==> src/rtl/mips_cpu_sequencer_if.sv <==
// Sequencer-to-core bundle: instruction fetch port, decode feedback and stage enables.
// master = sequencer side, slave = memory/decode/datapath side.
interface mips_cpu_sequencer_if #(
    parameter int ADDR_W = 32
);
    logic              waitrequest;
    logic [31:0]       instr_readdata;
    logic              mem_op;
    logic              branch_valid;
    logic              branch_taken;
    logic [ADDR_W-1:0] branch_target;
    logic [ADDR_W-1:0] pc;
    logic [31:0]       ir;
    logic              fetch_en;
    logic              exec_en;
    logic              mem_en;
    logic              wb_en;
    logic              active;
    logic [31:0]       instr_count;
    logic [2:0]        state_dbg;

    modport master (
        input  waitrequest, instr_readdata, mem_op, branch_valid, branch_taken, branch_target,
        output pc, ir, fetch_en, exec_en, mem_en, wb_en, active, instr_count, state_dbg
    );

    modport slave (
        output waitrequest, instr_readdata, mem_op, branch_valid, branch_taken, branch_target,
        input  pc, ir, fetch_en, exec_en, mem_en, wb_en, active, instr_count, state_dbg
    );
endinterface

==> src/rtl/mips_cpu_sequencer.sv <==
// Multicycle MIPS fetch/sequence unit: PC, IR, stage FSM, branch delay slot, halt on PC==HALT_ADDR.
// Optional retired-instruction counter enabled by defining MIPS_SEQ_INSTR_COUNT_EN.
module mips_cpu_sequencer #(
    parameter int                ADDR_W       = 32,
    parameter logic [ADDR_W-1:0] RESET_VECTOR = ADDR_W'(32'hBFC0_0000),
    parameter logic [ADDR_W-1:0] HALT_ADDR    = '0,
    parameter int                BUS_MODE     = 0
) (
    input  logic                clk,
    input  logic                reset,
    input  logic                clk_enable,
    mips_cpu_sequencer_if.master bus
);
    typedef enum logic [2:0] {
        S_FETCH  = 3'd0,
        S_EXEC   = 3'd1,
        S_MEM    = 3'd2,
        S_WB     = 3'd3,
        S_HALTED = 3'd4
    } state_t;

    state_t            state;
    logic [ADDR_W-1:0] pc_q;
    logic [31:0]       ir_q;
    logic              active_q;
    logic              delay_armed;
    logic              delay_pending;
    logic [ADDR_W-1:0] pending_target;
    logic              stall;

    // Handshake: fetch_en/mem_en is the request and waitrequest=1 means not ready; a transfer
    // completes on the enabled clock edge where the request is high and waitrequest is low.
    // With BUS_MODE=0 every request completes in the cycle it is made.
    assign stall = (BUS_MODE != 0) && bus.waitrequest;

    always_ff @(posedge clk or posedge reset) begin
        if (reset) begin
            state          <= S_FETCH;
            pc_q           <= RESET_VECTOR;
            ir_q           <= '0;
            active_q       <= 1'b1;
            delay_armed    <= 1'b0;
            delay_pending  <= 1'b0;
            pending_target <= '0;
        end else if (clk_enable) begin
            case (state)
                S_FETCH: begin
                    if (pc_q == HALT_ADDR) begin
                        state    <= S_HALTED;
                        active_q <= 1'b0;
                    end else if (!stall) begin
                        ir_q  <= bus.instr_readdata;
                        state <= S_EXEC;
                    end
                end
                S_EXEC: begin
                    // A branch in a delay slot overwrites the pending target; undefined but terminates.
                    if (bus.branch_valid && bus.branch_taken) begin
                        pending_target <= {bus.branch_target[ADDR_W-1:2], 2'b00};
                        delay_armed    <= 1'b1;
                    end
                    state <= bus.mem_op ? S_MEM : S_WB;
                end
                S_MEM: begin
                    if (!stall) state <= S_WB;
                end
                S_WB: begin
                    if (delay_pending) pc_q <= pending_target;
                    else               pc_q <= pc_q + ADDR_W'(4);
                    // Armed at the branch's EXEC, promoted here, consumed at the delay slot's WB.
                    delay_pending <= delay_armed;
                    delay_armed   <= 1'b0;
                    state         <= S_FETCH;
                end
                S_HALTED: state <= S_HALTED;
                default:  state <= S_HALTED;
            endcase
        end
    end

    assign bus.pc        = pc_q;
    assign bus.ir        = ir_q;
    assign bus.active    = active_q;
    assign bus.state_dbg = state;
    assign bus.fetch_en  = !reset && (state == S_FETCH) && (pc_q != HALT_ADDR);
    assign bus.exec_en   = !reset && (state == S_EXEC);
    assign bus.mem_en    = !reset && (state == S_MEM);
    assign bus.wb_en     = !reset && (state == S_WB);

`ifdef MIPS_SEQ_INSTR_COUNT_EN
    logic [31:0] count_q;

    always_ff @(posedge clk or posedge reset) begin
        if (reset) begin
            count_q <= '0;
        end else if (clk_enable && (state == S_WB) && (count_q != 32'hFFFF_FFFF)) begin
            count_q <= count_q + 32'd1;
        end
    end

    assign bus.instr_count = count_q;
`else
    assign bus.instr_count = 32'd0;
`endif
endmodule

==> src/flat_wrapper.sv <==
// flat-port wrapper written by rule: the top's interface ports become plain ports
module mips_cpu_sequencer_flat 
#(
    parameter int                ADDR_W       = 32,
    parameter logic [ADDR_W-1:0] RESET_VECTOR = ADDR_W'(32'hBFC0_0000),
    parameter logic [ADDR_W-1:0] HALT_ADDR    = '0,
    parameter int                BUS_MODE     = 0
)
  (clk, reset, clk_enable, bus_waitrequest, bus_instr_readdata, bus_mem_op, bus_branch_valid, bus_branch_taken, bus_branch_target, bus_pc, bus_ir, bus_fetch_en, bus_exec_en, bus_mem_en, bus_wb_en, bus_active, bus_instr_count, bus_state_dbg);
  mips_cpu_sequencer_if #(.ADDR_W(ADDR_W)) bus_i ();
  input  logic clk;
  input  logic reset;
  input  logic clk_enable;
  input wire logic [$bits(bus_i.waitrequest)-1:0] bus_waitrequest;
  input wire logic [$bits(bus_i.instr_readdata)-1:0] bus_instr_readdata;
  input wire logic [$bits(bus_i.mem_op)-1:0] bus_mem_op;
  input wire logic [$bits(bus_i.branch_valid)-1:0] bus_branch_valid;
  input wire logic [$bits(bus_i.branch_taken)-1:0] bus_branch_taken;
  input wire logic [$bits(bus_i.branch_target)-1:0] bus_branch_target;
  output wire logic [$bits(bus_i.pc)-1:0] bus_pc;
  output wire logic [$bits(bus_i.ir)-1:0] bus_ir;
  output wire logic [$bits(bus_i.fetch_en)-1:0] bus_fetch_en;
  output wire logic [$bits(bus_i.exec_en)-1:0] bus_exec_en;
  output wire logic [$bits(bus_i.mem_en)-1:0] bus_mem_en;
  output wire logic [$bits(bus_i.wb_en)-1:0] bus_wb_en;
  output wire logic [$bits(bus_i.active)-1:0] bus_active;
  output wire logic [$bits(bus_i.instr_count)-1:0] bus_instr_count;
  output wire logic [$bits(bus_i.state_dbg)-1:0] bus_state_dbg;
  assign bus_i.waitrequest = bus_waitrequest;
  assign bus_i.instr_readdata = bus_instr_readdata;
  assign bus_i.mem_op = bus_mem_op;
  assign bus_i.branch_valid = bus_branch_valid;
  assign bus_i.branch_taken = bus_branch_taken;
  assign bus_i.branch_target = bus_branch_target;
  assign bus_pc = bus_i.pc;
  assign bus_ir = bus_i.ir;
  assign bus_fetch_en = bus_i.fetch_en;
  assign bus_exec_en = bus_i.exec_en;
  assign bus_mem_en = bus_i.mem_en;
  assign bus_wb_en = bus_i.wb_en;
  assign bus_active = bus_i.active;
  assign bus_instr_count = bus_i.instr_count;
  assign bus_state_dbg = bus_i.state_dbg;
  mips_cpu_sequencer #(.ADDR_W(ADDR_W), .RESET_VECTOR(RESET_VECTOR), .HALT_ADDR(HALT_ADDR), .BUS_MODE(BUS_MODE)) u_core (.clk(clk), .reset(reset), .clk_enable(clk_enable), .bus(bus_i));
endmodule
==> config.mk <==
export PLATFORM = sky130hd
export DESIGN_NAME = mips_cpu_sequencer_flat
export DESIGN_NICKNAME = d
export VERILOG_FILES = /design/src/rtl/mips_cpu_sequencer_if.sv /design/src/rtl/mips_cpu_sequencer.sv /design/src/flat_wrapper.sv
export SDC_FILE = /design/constraint.sdc
export NUM_CORES = 1
export LEC_CHECK = 0
export BUFFER_PORTS_ARGS = -buffer_cell sky130_fd_sc_hd__buf_2
export CAP_MARGIN = 20
export CORE_MARGIN = 2
export CORE_UTILIZATION = 44
export DETAILED_ROUTE_END_ITERATION = 12
export GPL_TIMING_DRIVEN = 0
export PLACE_DENSITY_LB_ADDON = 0.25
export SLEW_MARGIN = 20
export SYNTH_ARGS = -nofsm -noshare
export SYNTH_HDL_FRONTEND = slang
export SYNTH_SLANG_ARGS = --single-unit
==> constraint.sdc <==
create_clock -name clk -period 6.4 [get_ports clk]
set_clock_uncertainty 0.05 [all_clocks]
set_input_delay 1.28 -clock clk [delete_from_list [all_inputs] [get_ports clk]]
set_output_delay 1.28 -clock clk [all_outputs]
set_load 0.005 [all_outputs]
# Word-level counts from Yosys, hierarchy flattened
# Index checks and enable logic that the tools add are counted.
# word_totals
regBits	100
input_bits	71
output_inout_bits	104
word_cells	35
# op_classes
n_addsub	1
n_eq_ne	4
muxes	6
bitwise_logic	1
n_reduce_logical	16
# op_table
cell	count
adder 32 x 3 -> 32 bit (second input constant)	1
zero test 32 bit	1
two-way mux 32 bit	1
nonzero test 32 bit	1
case mux 3 bit (4 select lines)	1
AND reduction 3 bit	4
equality test 3 x 2 -> 1 bit (second input constant)	2
logical AND 1 bit	6
equality test 3 x 1 -> 1 bit (second input constant)	1
zero test 3 bit	1
two-way mux 3 bit	1
two-way mux 1 bit	2
inequality test 2 x 1 -> 1 bit (second input constant)	1
case mux 1 bit (2 select lines)	1
AND reduction 2 bit	1
nonzero test 2 bit	1
zero test 1 bit	1
NOT 1 bit	1

# Longest topological paths before layout
# logic_depth
word_depth	3
ltp_mapped	7
mapped_depth_nobuf	7

# Least setup slack after synthesis
# OpenSTA, ideal clock, no wires.
# synth_path
path_kind	input port to output port
start	in reset
end	out bus_exec_en
t_arrival_ns	3.765
required_time_ns	5.070
path_slack_ns	1.305
path_stages	3
path_buffers	0
path_cell_list	inv_1 > nand2_1 > nor3_1
# synth_between
elab_chain_len	2
# synth_rtl
element	line_no	rtl
start: declaration	flat_wrapper.sv:12	input logic reset;
zero test 1 bit	mips_cpu_sequencer.sv:86	assign bus.exec_en = !reset && (state == S_EXEC);
logical AND 1 bit	mips_cpu_sequencer.sv:86	
end: declaration	flat_wrapper.sv:23	output wire logic [$bits(bus_i.exec_en)-1:0] bus_exec_en;
# No other way between the ends.

# Final worst setup path
# Same ends and word-level chain as after synthesis.

==> results_tabular.tex <==
\begin{tabular}{lr}
\hline
Metric & Value \\
\hline
\multicolumn{2}{l}{\textbf{Clock network}} \\
TritonCTS clock tree & built \\
Number of cells upsized or downsized after cts & 0 \\
Buffer levels on the longest clock path & 2 \\
Cts-stage hold buffer count & 0 \\
Total clock buffers created by CTS & 9 \\
Clock transition time at the flip-flop clock pins of the worst setup and hold paths & 70 ps \\
Clock sink count & 98 \\
CTS Root Cell & clkbuf\_16 \\
Depth of the CTS H-tree & 3 \\
Setup fix buffers added after clock tree synthesis & 0 \\
Skew-Pair Late Insertion Delay & 350 ps \\
\multicolumn{2}{l}{\textbf{Worst setup path}} \\
Kind of capture point of the worst setup path & output pin \\
Data required, critical path & 5070 ps \\
Worst Path Max Fanout & 51 \\
Startpoint types & input port \\
Worst setup path category & input port to output pin \\
Arrival time at the worst endpoint & 2150 ps \\
\multicolumn{2}{l}{\textbf{Global route}} \\
Largest net degree at the start of global routing & 52 \\
Number of global-route vias before repair & 4050 \\
Total grt overflow & 0 \\
Total global-route track usage & 0.2086 \\
Wire length of the first global-routing pass & 20.99 mm \\
Number of antenna violations at the first check in global routing & 0 \\
\multicolumn{2}{l}{\textbf{Routing}} \\
Residual DRC & 0 \\
Average wire per cell in the routed design & 16.23 µm \\
Number of antenna-violating nets in the routed design & 0 \\
Detailed-router iteration count before antenna repair & 5 \\
DR vias & 4203 \\
Detailed router's first-iteration violation count & 225 \\
Final wirelength & 13.05 mm \\
Per-cell via count in the routed design & 5.228 \\
\multicolumn{2}{l}{\textbf{Timing}} \\
Highest Clock Rate & 287.1 MHz \\
Final Hold Vio Count & 0 \\
RSZ-0062 raised after global routing & false \\
Slew margin rel. & 0.5810 \\
Final setup fails & 0 \\
Worst Max-Slew Pin Slew & 625.0 ps \\
Post-route minimum period & 3484 ps \\
Final period util & 0.5443 \\
Worst setup margin & 2916 ps \\
Total count of max-transition violations in the final report & 0 \\
Final TNS setup & 0 ps \\
\multicolumn{2}{l}{\textbf{Final layout}} \\
Area growth syn-to-layout & 25.54\% \\
Fraction of layout instances using a drive strength above 1 & 0.4312 \\
Most common cell after layout, fill and taps aside & buf\_2 \\
Final antenna diode count & 0 \\
Most frequent cells in the layout & buf\_2, dfrtp\_1, buf\_4 \\
Final standard cell area without fillers & 6495 µm² \\
\# nets final & 729 \\
Filler Cell Count & 1014 \\
\multicolumn{2}{l}{\textbf{Yosys}} \\
Post-synthesis instance area & 5174 µm² \\
Number of unique standard cell types used by synthesis & 54 \\
Post-synth top area cell & dfrtp\_1 \\
Portion of synthesized cell area occupied by the leading cell type & 0.4256 \\
Post-synthesis area per instance & 10.89 µm² \\
Predominant post-synthesis flop cell & dfrtp\_1 \\
Total of flip-flops plus latches after synthesis & 98 \\
Post-synth EDFFs & 0 \\
Asr flop ratio synth & 1.000 \\
Warnings, synthesis & 0 \\
Cells taking the most area after synthesis & dfrtp\_1, mux2\_4, mux2\_2 \\
Fraction of the yosys area taken by sequential cells & 0.4764 \\
Number of cells produced by synthesis & 475 \\
\multicolumn{2}{l}{\textbf{Placement}} \\
Pre-CTS worst setup slack & 2876 ps \\
Number of I/O port buffers & 136 \\
GP Congestion & 0.8971 \\
Placed instance area & 6190 µm² \\
Detailed-placement wirelength estimate & 9.571 mm \\
\multicolumn{2}{l}{\textbf{Floorplanning}} \\
Number of placement rows & 39 \\
Initial Utilization & 0.4512 \\
Total die area & 12640 µm² \\
Chip height & 112.4 µm \\
Die width & 112.4 µm \\
Core ar. & 11470 µm² \\
I/O pin total & 175 \\
\multicolumn{2}{l}{\textbf{Pwr}} \\
Leakage & 3.219 nW \\
Power per unit of standard cell area & 417.8 nW/µm² \\
Maximum resistive drop on vdd & 0.0002360 V \\
\multicolumn{2}{l}{\textbf{Run status}} \\
Outcome & complete, no violations \\
\multicolumn{2}{l}{\textbf{Min path}} \\
Class of the worst hold path & register to register \\
\multicolumn{2}{l}{\textbf{Run}} \\
Total of max-cap violations & 0 \\
\hline
\end{tabular}
==> cells in the mapped netlist (3+ instances only) <==
library cell and n:
a21oi_1 20, a22oi_1 6, a311oi_1 3, and3_1 11, buf_2 4, buf_4 39, buf_6 5, clkbuf_1 16
dfrtp_1 88, dfstp_2 10, inv_1 10, mux2_2 31, mux2_4 30, mux2i_1 5, nand2_1 27, nand2b_1 3
nand3_1 27, nand4_1 14, nor2_1 27, nor2b_1 5, nor3_1 14, nor4_1 5, o211ai_1 3, o21ai_0 28
o22ai_1 4, or3_1 3
==> cell families (layout without fill, tap and decap cells) <==
family                     after synthesis  after routing  synth area share
other                                    1             34         0.0007248
adders and majority gates                2              2          0.004836
AOI/OAI and AO/OA                       79             79           0.09359
buffers and inverters                   74            227           0.09021
and+or+nand+nor                        155            155            0.1700
muxes                                   66             66            0.1642
DFF                                     98             98            0.4764
==> where the power goes <==
| group | internal [mW] | switching [mW] | total [mW] | leakage [nW] |
|---|---|---|---|---|
| sequential | 0.895 | 0.228 | 1.12 | 1.17 |
| clock | 0.316 | 0.241 | 0.557 | 0.142 |
| combinational | 0.548 | 0.486 | 1.03 | 1.91 |
| total | 1.76 | 0.955 | 2.71 | 3.22 |
==> path summary, 6_finish.rpt <==
| check | startpoint | endpoint | slack [ps] | cells after the start |
|---|---|---|---|---|
| max | reset | bus_exec_en | 2920 | 5 |
| min | u_core.bus.active$_DFFE_PP1P_ | u_core.bus.active$_DFFE_PP1P_ | 450 | 1 |
| max reg2reg | u_core.bus.pc[2]$_DFFE_PP0P_ | u_core.bus.ir[20]$_DFFE_PP0P_ | 4070 | 7 |
| min reg2reg | u_core.bus.active$_DFFE_PP1P_ | u_core.bus.active$_DFFE_PP1P_ | 450 | 1 |
| max in group asynchronous | reset | u_core.bus.pc[23]$_DFFE_PP1P_ | 4740 | 3 |
| min in group asynchronous | reset | u_core.bus.state_dbg[2]$_DFFE_PP0P_ | 930 | 2 |
==> sequential cells by signal (all words and copies together), names as in the netlist <==
name and flops:
u_core.bus.active 1, u_core.bus.ir 32, u_core.bus.pc 30, u_core.bus.state_dbg 3, u_core.delay_armed 1, u_core.delay_pending 1
u_core.pending_target 30
==> layout make-up <==
class	count	area [µm²]	area share
flip-flops and latches	98	2465	0.3795
inverters	10	42.54	0.006550
clock inverters	5	62.56	0.009632
well taps	143	178.9	0.02755
clock buffers	11	242.7	0.03737
repair buffers	137	708.2	0.1090
plain buffers	64	429.2	0.06608
multi-input cells	336	2366	0.3643
==> per-stage QoR <==
stage                 util  hold WS (ps)  instances  total power [mW]
floorplan                -         400.5        508             1.760
detailed placement  0.5398         433.9        788             2.163
CTS                 0.5664         447.0        804             2.723
global route        0.5664         460.4        804             2.890
global placement    0.5369         427.3        787             2.124
finish              0.5664         446.6        804             2.713
==> worst max-delay path, stage by stage <==
cell and delay [ps]:
buf_2 130, inv_6 340, nand2_1 130, nor3_1 130, buf_2 130
==> per-layer routing <==
| layer | track usage | part of all wire |
|---|---|---|
| met5 | 0 | 0 |
| met3 | 0.04644 | 0.083 |
| met4 | 0.08211 | 0.024 |
| met2 | 0.3249 | 0.46 |
| met1 | 0.2856 | 0.44 |
Note: power is estimated with default switching activity, not from simulation.
